--- src/rtl/sprite_pkg.sv ---
// Shared types and default geometry for the sprite blitter.
package sprite_pkg;

   localparam int DEF_SPR_W = 36;
   localparam int DEF_SPR_H = 28;
   localparam int DEF_COL_W = 3;
   localparam int DEF_SCR_W = 320;
   localparam int DEF_SCR_H = 240;

   typedef enum logic [1:0] {
      S_IDLE,
      S_RUN,
      S_DRAIN,
      S_DONE
   } state_e;

   // Bits needed to hold an index 0..n-1 (never less than one bit).
   function automatic int idx_w(input int n);
      return (n > 1) ? $clog2(n) : 1;
   endfunction

endpackage

--- src/rtl/sprite_blit_if.sv ---
// Request, ROM and plot signals of the sprite blitter bundled as one port.
interface sprite_blit_if
   import sprite_pkg::*;
#(
   parameter int X_W    = 9,
   parameter int Y_W    = 8,
   parameter int COL_W  = DEF_COL_W,
   parameter int ADDR_W = $clog2(DEF_SPR_W * DEF_SPR_H)
) ();

   logic              start;
   logic [X_W-1:0]    x_;
   logic [Y_W-1:0]    y_;
   logic              flip_h;
   logic [ADDR_W-1:0] rom_addr;
   logic [COL_W-1:0]  rom_q;
   logic [X_W-1:0]    out_x;
   logic [Y_W-1:0]    out_y;
   logic [COL_W-1:0]  out_colour;
   logic              out_valid;
   logic              busy;
   logic              done;

   // Blitter side.
   modport slave (
      input  start, x_, y_, flip_h, rom_q,
      output rom_addr, out_x, out_y, out_colour, out_valid, busy, done
   );

   // Requester / ROM / framebuffer side.
   modport master (
      output start, x_, y_, flip_h, rom_q,
      input  rom_addr, out_x, out_y, out_colour, out_valid, busy, done
   );

endinterface

--- src/rtl/sprite_scan_counter.sv ---
// Raster scan over the sprite: column, row and a row base address stepped
// by SPR_W so the ROM address needs only an adder.
module sprite_scan_counter
   import sprite_pkg::*;
#(
   parameter int SPR_W  = DEF_SPR_W,
   parameter int SPR_H  = DEF_SPR_H,
   parameter int ADDR_W = $clog2(SPR_W * SPR_H),
   parameter int CW     = idx_w(SPR_W),
   parameter int RW     = idx_w(SPR_H)
) (
   input  logic              clk,
   input  logic              rst,
   input  logic              clear_i,
   input  logic              step_i,
   output logic [CW-1:0]     col_o,
   output logic [RW-1:0]     row_o,
   output logic [ADDR_W-1:0] row_base_o,
   output logic              last_o
);

   logic [CW-1:0]     col_q, col_d;
   logic [RW-1:0]     row_q, row_d;
   logic [ADDR_W-1:0] base_q, base_d;
   logic              col_end, row_end;

   assign col_end = (col_q == CW'(SPR_W - 1));
   assign row_end = (row_q == RW'(SPR_H - 1));

   // Next position: advance column, wrap into the next row, wrap fully after the last pixel.
   always_comb begin
      // NOTE: every variable gets a default first so no path leaves it unassigned (no latch).
      col_d  = col_q;
      row_d  = row_q;
      base_d = base_q;
      if (clear_i) begin
         col_d  = '0;
         row_d  = '0;
         base_d = '0;
      end else if (step_i) begin
         if (col_end) begin
            col_d = '0;
            if (row_end) begin
               row_d  = '0;
               base_d = '0;
            end else begin
               row_d  = row_q + 1'b1;
               base_d = base_q + ADDR_W'(SPR_W);
            end
         end else begin
            col_d = col_q + 1'b1;
         end
      end
   end

   // Position registers with synchronous reset.
   always_ff @(posedge clk) begin
      // NOTE: sequential state uses non-blocking assignment so every register samples pre-edge values.
      if (rst) begin
         col_q  <= '0;
         row_q  <= '0;
         base_q <= '0;
      end else begin
         col_q  <= col_d;
         row_q  <= row_d;
         base_q <= base_d;
      end
   end

   assign col_o      = col_q;
   assign row_o      = row_q;
   assign row_base_o = base_q;
   assign last_o     = col_end && row_end;

endmodule

--- src/rtl/sprite_blit.sv ---
// Sprite blitter: scans a sprite ROM, optionally mirrored, and emits clipped,
// colour-keyed plot strobes one cycle behind each ROM address.
module sprite_blit
   import sprite_pkg::*;
#(
   parameter int SPR_W = DEF_SPR_W,
   parameter int SPR_H = DEF_SPR_H,
   parameter int COL_W = DEF_COL_W,
   parameter int X_W   = 9,
   parameter int Y_W   = 8,
   parameter int SCR_W = DEF_SCR_W,
   parameter int SCR_H = DEF_SCR_H,
   parameter int KEY   = 0
) (
   input  logic          clock_all,
   input  logic          reset_all,
   sprite_blit_if.slave  bus
);

   localparam int ADDR_W = $clog2(SPR_W * SPR_H);
   localparam int CW     = idx_w(SPR_W);
   localparam int RW     = idx_w(SPR_H);

   localparam logic [X_W:0]     SCR_W_L = (X_W + 1)'(SCR_W);
   localparam logic [Y_W:0]     SCR_H_L = (Y_W + 1)'(SCR_H);
   localparam logic [COL_W-1:0] KEY_L   = COL_W'(KEY);

   state_e            state_q, state_d;
   logic [X_W-1:0]    x0_q, x0_d;
   logic [Y_W-1:0]    y0_q, y0_d;
   logic              flip_q, flip_d;
   logic              accept, running;

   logic [CW-1:0]     col, col_s_q, col_eff;
   logic [RW-1:0]     row, row_s_q;
   logic [ADDR_W-1:0] row_base;
   logic              last;
   logic              vld_s_q;

   logic [X_W:0]      sum_x;
   logic [Y_W:0]      sum_y;
   logic              clip;

   sprite_scan_counter #(
      .SPR_W  (SPR_W),
      .SPR_H  (SPR_H),
      .ADDR_W (ADDR_W),
      .CW     (CW),
      .RW     (RW)
   ) u_scan (
      .clk        (clock_all),
      .rst        (reset_all),
      .clear_i    (accept),
      .step_i     (running),
      .col_o      (col),
      .row_o      (row),
      .row_base_o (row_base),
      .last_o     (last)
   );

   // Sequencer: accept a request only when idle, then scan, drain the pipe and pulse done.
   always_comb begin
      state_d = state_q;
      x0_d    = x0_q;
      y0_d    = y0_q;
      flip_d  = flip_q;
      accept  = 1'b0;
      case (state_q)
         S_IDLE: begin
            if (bus.start) begin
               accept  = 1'b1;
               x0_d    = bus.x_;
               y0_d    = bus.y_;
               flip_d  = bus.flip_h;
               state_d = S_RUN;
            end
         end
         S_RUN:   if (last) state_d = S_DRAIN;
         S_DRAIN: state_d = S_DONE;
         S_DONE:  state_d = S_IDLE;
         default: state_d = S_IDLE;
      endcase
   end

   // State and latched request registers.
   always_ff @(posedge clock_all) begin
      if (reset_all) begin
         state_q <= S_IDLE;
         x0_q    <= '0;
         y0_q    <= '0;
         flip_q  <= 1'b0;
      end else begin
         state_q <= state_d;
         x0_q    <= x0_d;
         y0_q    <= y0_d;
         flip_q  <= flip_d;
      end
   end

   // Pipeline stage lining the scan position up with the ROM read data.
   always_ff @(posedge clock_all) begin
      if (reset_all) begin
         vld_s_q <= 1'b0;
         col_s_q <= '0;
         row_s_q <= '0;
      end else begin
         vld_s_q <= running;
         col_s_q <= col;
         row_s_q <= row;
      end
   end

   assign running = (state_q == S_RUN);

   // Mirroring only changes which column of the current row is fetched.
   assign col_eff      = flip_q ? (CW'(SPR_W - 1) - col) : col;
   assign bus.rom_addr = running ? (row_base + ADDR_W'(col_eff)) : '0;

   // One spare bit so a sum that runs past the port width still reads as off-screen.
   assign sum_x = {1'b0, x0_q} + (X_W + 1)'(col_s_q);
   assign sum_y = {1'b0, y0_q} + (Y_W + 1)'(row_s_q);
   assign clip  = (sum_x >= SCR_W_L) || (sum_y >= SCR_H_L);

   assign bus.out_x      = sum_x[X_W-1:0];
   assign bus.out_y      = sum_y[Y_W-1:0];
   assign bus.out_colour = bus.rom_q;
   assign bus.out_valid  = vld_s_q && !clip && (bus.rom_q != KEY_L);
   assign bus.busy       = running || (state_q == S_DRAIN);
   assign bus.done       = (state_q == S_DONE);

endmodule

--- src/flat_wrapper.sv ---
// flat-port wrapper written by rule: the top's interface ports become plain ports
module sprite_blit_flat import sprite_pkg::*;
#(
   parameter int SPR_W = DEF_SPR_W,
   parameter int SPR_H = DEF_SPR_H,
   parameter int COL_W = DEF_COL_W,
   parameter int X_W   = 9,
   parameter int Y_W   = 8,
   parameter int SCR_W = DEF_SCR_W,
   parameter int SCR_H = DEF_SCR_H,
   parameter int KEY   = 0
)
  (clock_all, reset_all, bus_start, bus_x_, bus_y_, bus_flip_h, bus_rom_q, bus_rom_addr, bus_out_x, bus_out_y, bus_out_colour, bus_out_valid, bus_busy, bus_done);
  sprite_blit_if #(.X_W(X_W), .Y_W(Y_W), .COL_W(COL_W), .ADDR_W(($clog2(((DEF_SPR_W) * (DEF_SPR_H)))))) bus_i ();
  input  logic clock_all;
  input  logic reset_all;
  input wire logic [$bits(bus_i.start)-1:0] bus_start;
  input wire logic [$bits(bus_i.x_)-1:0] bus_x_;
  input wire logic [$bits(bus_i.y_)-1:0] bus_y_;
  input wire logic [$bits(bus_i.flip_h)-1:0] bus_flip_h;
  input wire logic [$bits(bus_i.rom_q)-1:0] bus_rom_q;
  output wire logic [$bits(bus_i.rom_addr)-1:0] bus_rom_addr;
  output wire logic [$bits(bus_i.out_x)-1:0] bus_out_x;
  output wire logic [$bits(bus_i.out_y)-1:0] bus_out_y;
  output wire logic [$bits(bus_i.out_colour)-1:0] bus_out_colour;
  output wire logic [$bits(bus_i.out_valid)-1:0] bus_out_valid;
  output wire logic [$bits(bus_i.busy)-1:0] bus_busy;
  output wire logic [$bits(bus_i.done)-1:0] bus_done;
  assign bus_i.start = bus_start;
  assign bus_i.x_ = bus_x_;
  assign bus_i.y_ = bus_y_;
  assign bus_i.flip_h = bus_flip_h;
  assign bus_i.rom_q = bus_rom_q;
  assign bus_rom_addr = bus_i.rom_addr;
  assign bus_out_x = bus_i.out_x;
  assign bus_out_y = bus_i.out_y;
  assign bus_out_colour = bus_i.out_colour;
  assign bus_out_valid = bus_i.out_valid;
  assign bus_busy = bus_i.busy;
  assign bus_done = bus_i.done;
  sprite_blit #(.SPR_W(SPR_W), .SPR_H(SPR_H), .COL_W(COL_W), .X_W(X_W), .Y_W(Y_W), .SCR_W(SCR_W), .SCR_H(SCR_H), .KEY(KEY)) u_core (.clock_all(clock_all), .reset_all(reset_all), .bus(bus_i));
endmodule
--- config.mk ---
export PLATFORM = sky130hd
export DESIGN_NAME = sprite_blit_flat
export DESIGN_NICKNAME = d
export VERILOG_FILES = /design/src/rtl/sprite_pkg.sv /design/src/rtl/sprite_blit_if.sv /design/src/rtl/sprite_scan_counter.sv /design/src/rtl/sprite_blit.sv /design/src/flat_wrapper.sv
export SDC_FILE = /design/constraint.sdc
export NUM_CORES = 1
export LEC_CHECK = 0
export CAP_MARGIN = 10
export CORE_MARGIN = 2
export CORE_UTILIZATION = 47
export DETAILED_ROUTE_END_ITERATION = 6
export PLACE_DENSITY = 0.85
export SETUP_SLACK_MARGIN = 0.02
export SLEW_MARGIN = 25
export SYNTH_ARGS = -nofsm -noshare
export SYNTH_HDL_FRONTEND = slang
export SYNTH_SLANG_ARGS = --single-unit
export TNS_END_PERCENT = 50
--- constraint.sdc ---
create_clock -name clock_all -period 2.4 [get_ports clock_all]
set_input_delay 0.48 -clock clock_all [delete_from_list [all_inputs] [get_ports clock_all]]
set_output_delay 0.48 -clock clock_all [all_outputs]
set_load 0.005 [all_outputs]
==> impl_results.md <==
* Most frequent cells in the layout: buf_4, nand2_1, dfxtp_1
* Total Die Area at 6830 sq um
* Leakage at 1.91 nW
* Final Core Density at 72.2%
* Die height at 82.6 microns
* Clock buffer depth at 2
* Type of the worst setup path: flop to output pin
* Critical-path maximum fanout at 2
* Logic pwr share at 38.1%
* Num CTS Buffers at 5
* Setup Skew at 5.93 ps
* Initial Utilization at 48.8%
* Asr flop ratio synth at 0%
* Peak VDD IR at 386 uV
* IO Count at 57
* Share of cells above drive strength 1 at 32.1%
* Fmax at 329 MHz
* Largest family of logic cells by synthesized area: simple AND/OR/NAND/NOR gates
* Most common cell after layout, fill and taps aside: buf_4
* DP Area at 3850 sq um
* Vias/cell at 5.37
* H-tree depth at 2
* Layout area overhead at 48.1%
* YS warnings at 0
* Cell count after synthesis at 348
* CP Launch Type: flop
* Chip width at 82.6 microns
* ANT cells at 0
* Hold Path Class: flop to flop
* Unique masters post-synth at 44
* Fin crit period at 3040 ps
* GP Congestion at 0.841
* Status: finished, violations left
* Hold buffer count at CTS at 0
* Share of the synthesized area in the top cell type at 35.1%
* Area contributors post-synth: dfxtp_1, ha_1, nand2_1
* Sequential Area at 1040 sq um
* Synth Area in Simple Gates at 21.7%
* Final hold vios at 0
* Yosys reg bits at 51
* Routed WL at 8.11 mm
* Worst Path Arrival at 2560 ps
* Clock root buffer: clkbuf_8
* Core Area at 5960 sq um
* # fillers at 432
* Compound-Gate Fraction of Synth Area at 15.0%
* RSZ-0062 raised after global routing: true
* Setup violators final at 15
* Avg WL per Cell at 15.1 microns
* Crit path capture type: output pin
* Sequential share of power at 40.8%
* Global-route wire length before repair at 12.6 mm
* PwrDens at 602 nW/um^2
* DRC at 0
* Multi-input combinational cell area at 2010 sq um
* Switching Power at 0.887 mW
* Failing checks: negative setup slack
* DRT Pass-1 Iters at 4
* CTS clk-pin slew, worst paths at 90 ps
* Max Slew Vio Count at 0
* Post-synth EDFFs at 0
* Max Cap Violations at 0
* Setup WS pre-CTS at -600 ps
* Total power at 2.59 mW
* Mux contribution to synthesized area at 0.689%
* CTS tree: done
* Top FF cell, synth: dfxtp_1
* Largest net degree at the start of global routing at 20
* Final worst slack at -640 ps
* Clk_lat worst skew at 310 ps
* Clock power frac at 21.2%
* Synth Area in Adders at 12.6%
* Port bufs at 56
* Fin area at 4300 sq um
* Area leader, netlist: dfxtp_1
* Row cnt at 28
* Switching part of the total power at 34.3%
* GRT Util Overall at 24.0%
* Register area share after synthesis at 35.1%
* Period utilisation layout at 127%
* Detail Route Antenna Nets at 0
* Syn nets at 400
* Nets@finish at 512
* Routed via count at 2879
* Worst Max-Slew Pin Slew at 666 ps
* CP required at 1920 ps
* DP HPWL at 5.39 mm
* Hold Path Depth at 2
* Vias in the first global route at 2797
* Slew headroom at 55.5%
* Syn_area_per_cell at 8.35 sq um
* R2r setup slk at 200 ps
* Internal power at 1.70 mW
* GRT overflow at 0
* Post-Synth XOR/XNOR Area at 10.6%
* Mapped Area at 2910 sq um
* Initial antenna violation count at 0
* R2R depth at 7
* CTS sink count at 51
* Starting DRC count in detailed routing at 112
[worst max-delay path, stage by stage, from the launching register on]
cell	delay [ps]
dfxtp_2	340
ha_4	160
fa_2	350
a211oi_2	260
nor2_2	70
o21a_1	200
or4_4	480
o2111ai_2	100
o211a_1	180
buf_2	110
[final cells by class]
cell class	count	share of cell area (%)
Multi-Input combinational cell	269	46.8
Sequential cell	51	24.2
Timing Repair Buffer	122	23.5
Clock buffer	8	2.33
Tap cell	75	2.18
Inverter	11	1.02
[synthesized netlist by cell type (3+ instances only)]
cell,n
xnor2_1,21
o21bai_1,3
dfxtp_1,51
clkbuf_1,13
nand2_1,52
ha_1,26
a211oi_1,4
a21o_1,4
and2_1,10
nand3_1,9
o21ai_0,13
nor2_1,32
nor3_1,4
inv_1,11
buf_4,4
nor2b_1,12
xor2_1,14
a21oi_1,30
[kinds of logic after synthesis]
kind of cell             count (synthesis)
XOR/XNOR                                35
AO/OA/AOI/OAI                           70
flip-flops                              51
buffers and inverters                   28
AND/OR/NAND/NOR                        133
adder cells (fa/ha/maj)                 28
multiplexers                             2
other                                    1
[metrics by stage]
stage / hold WS, ps / TNS, ps / instances
after floorplan: 440 / -112 / 348
after global placement: 448 / -4210 / 509
after detailed placement: 453 / -5190 / 509
after CTS: 469 / -5250 / 526
after global routing: 500 / -6000 / 536
final: 469 / -4420 / 536
[registers in the layout, indices dropped and copies added, names as in the netlist]
signal,count
u_core.u_scan.row_o,5
u_core.u_scan.row_base_o,8
u_core.u_scan.col_o,6
u_core.vld_s_q,1
u_core.x0_q,9
u_core.col_s_q,6
u_core.y0_q,8
u_core.row_s_q,5
u_core.state_q,2
u_core.flip_q,1
[worst paths after layout]
check / start / end
setup / recovery: u_core.x0_q[0] / bus_out_valid
hold / removal: u_core.y0_q[4] / u_core.y0_q[4]
setup reg to reg: u_core.state_q[1] / u_core.u_scan.row_o[2]
hold reg to reg: u_core.y0_q[4] / u_core.y0_q[4]
[metal layers]
layer	track usage, %	up-vias	part of all wire [%]
li1	-	1390	-
met1	26.2	1350	41
met2	45.1	111	50
met3	4.02	28	5.5
met4	10.8	0	3.4
met5	0	-	0
[power groups by stage]
| stage | Clock (mW) | Sequential (mW) | Combinational, mW |
|---|---|---|---|
| 2_1_floorplan | 0 | 1.02 | 0.521 |
| 3_3_place_gp | 0 | 1.04 | 0.896 |
| 3_5_place_dp | 0 | 1.05 | 0.932 |
| 4_1_cts | 0.550 | 1.04 | 0.936 |
| 5_1_grt | 0.586 | 1.07 | 1.08 |
| 6_report | 0.548 | 1.05 | 0.985 |
[timing repair]
action,4_1_cts,5_1_grt
setup buffers,10,13
setup endpoints to repair,22,23
pin swaps,32,29
resized for setup,100,33
Note: power is estimated with default switching activity, not from simulation.
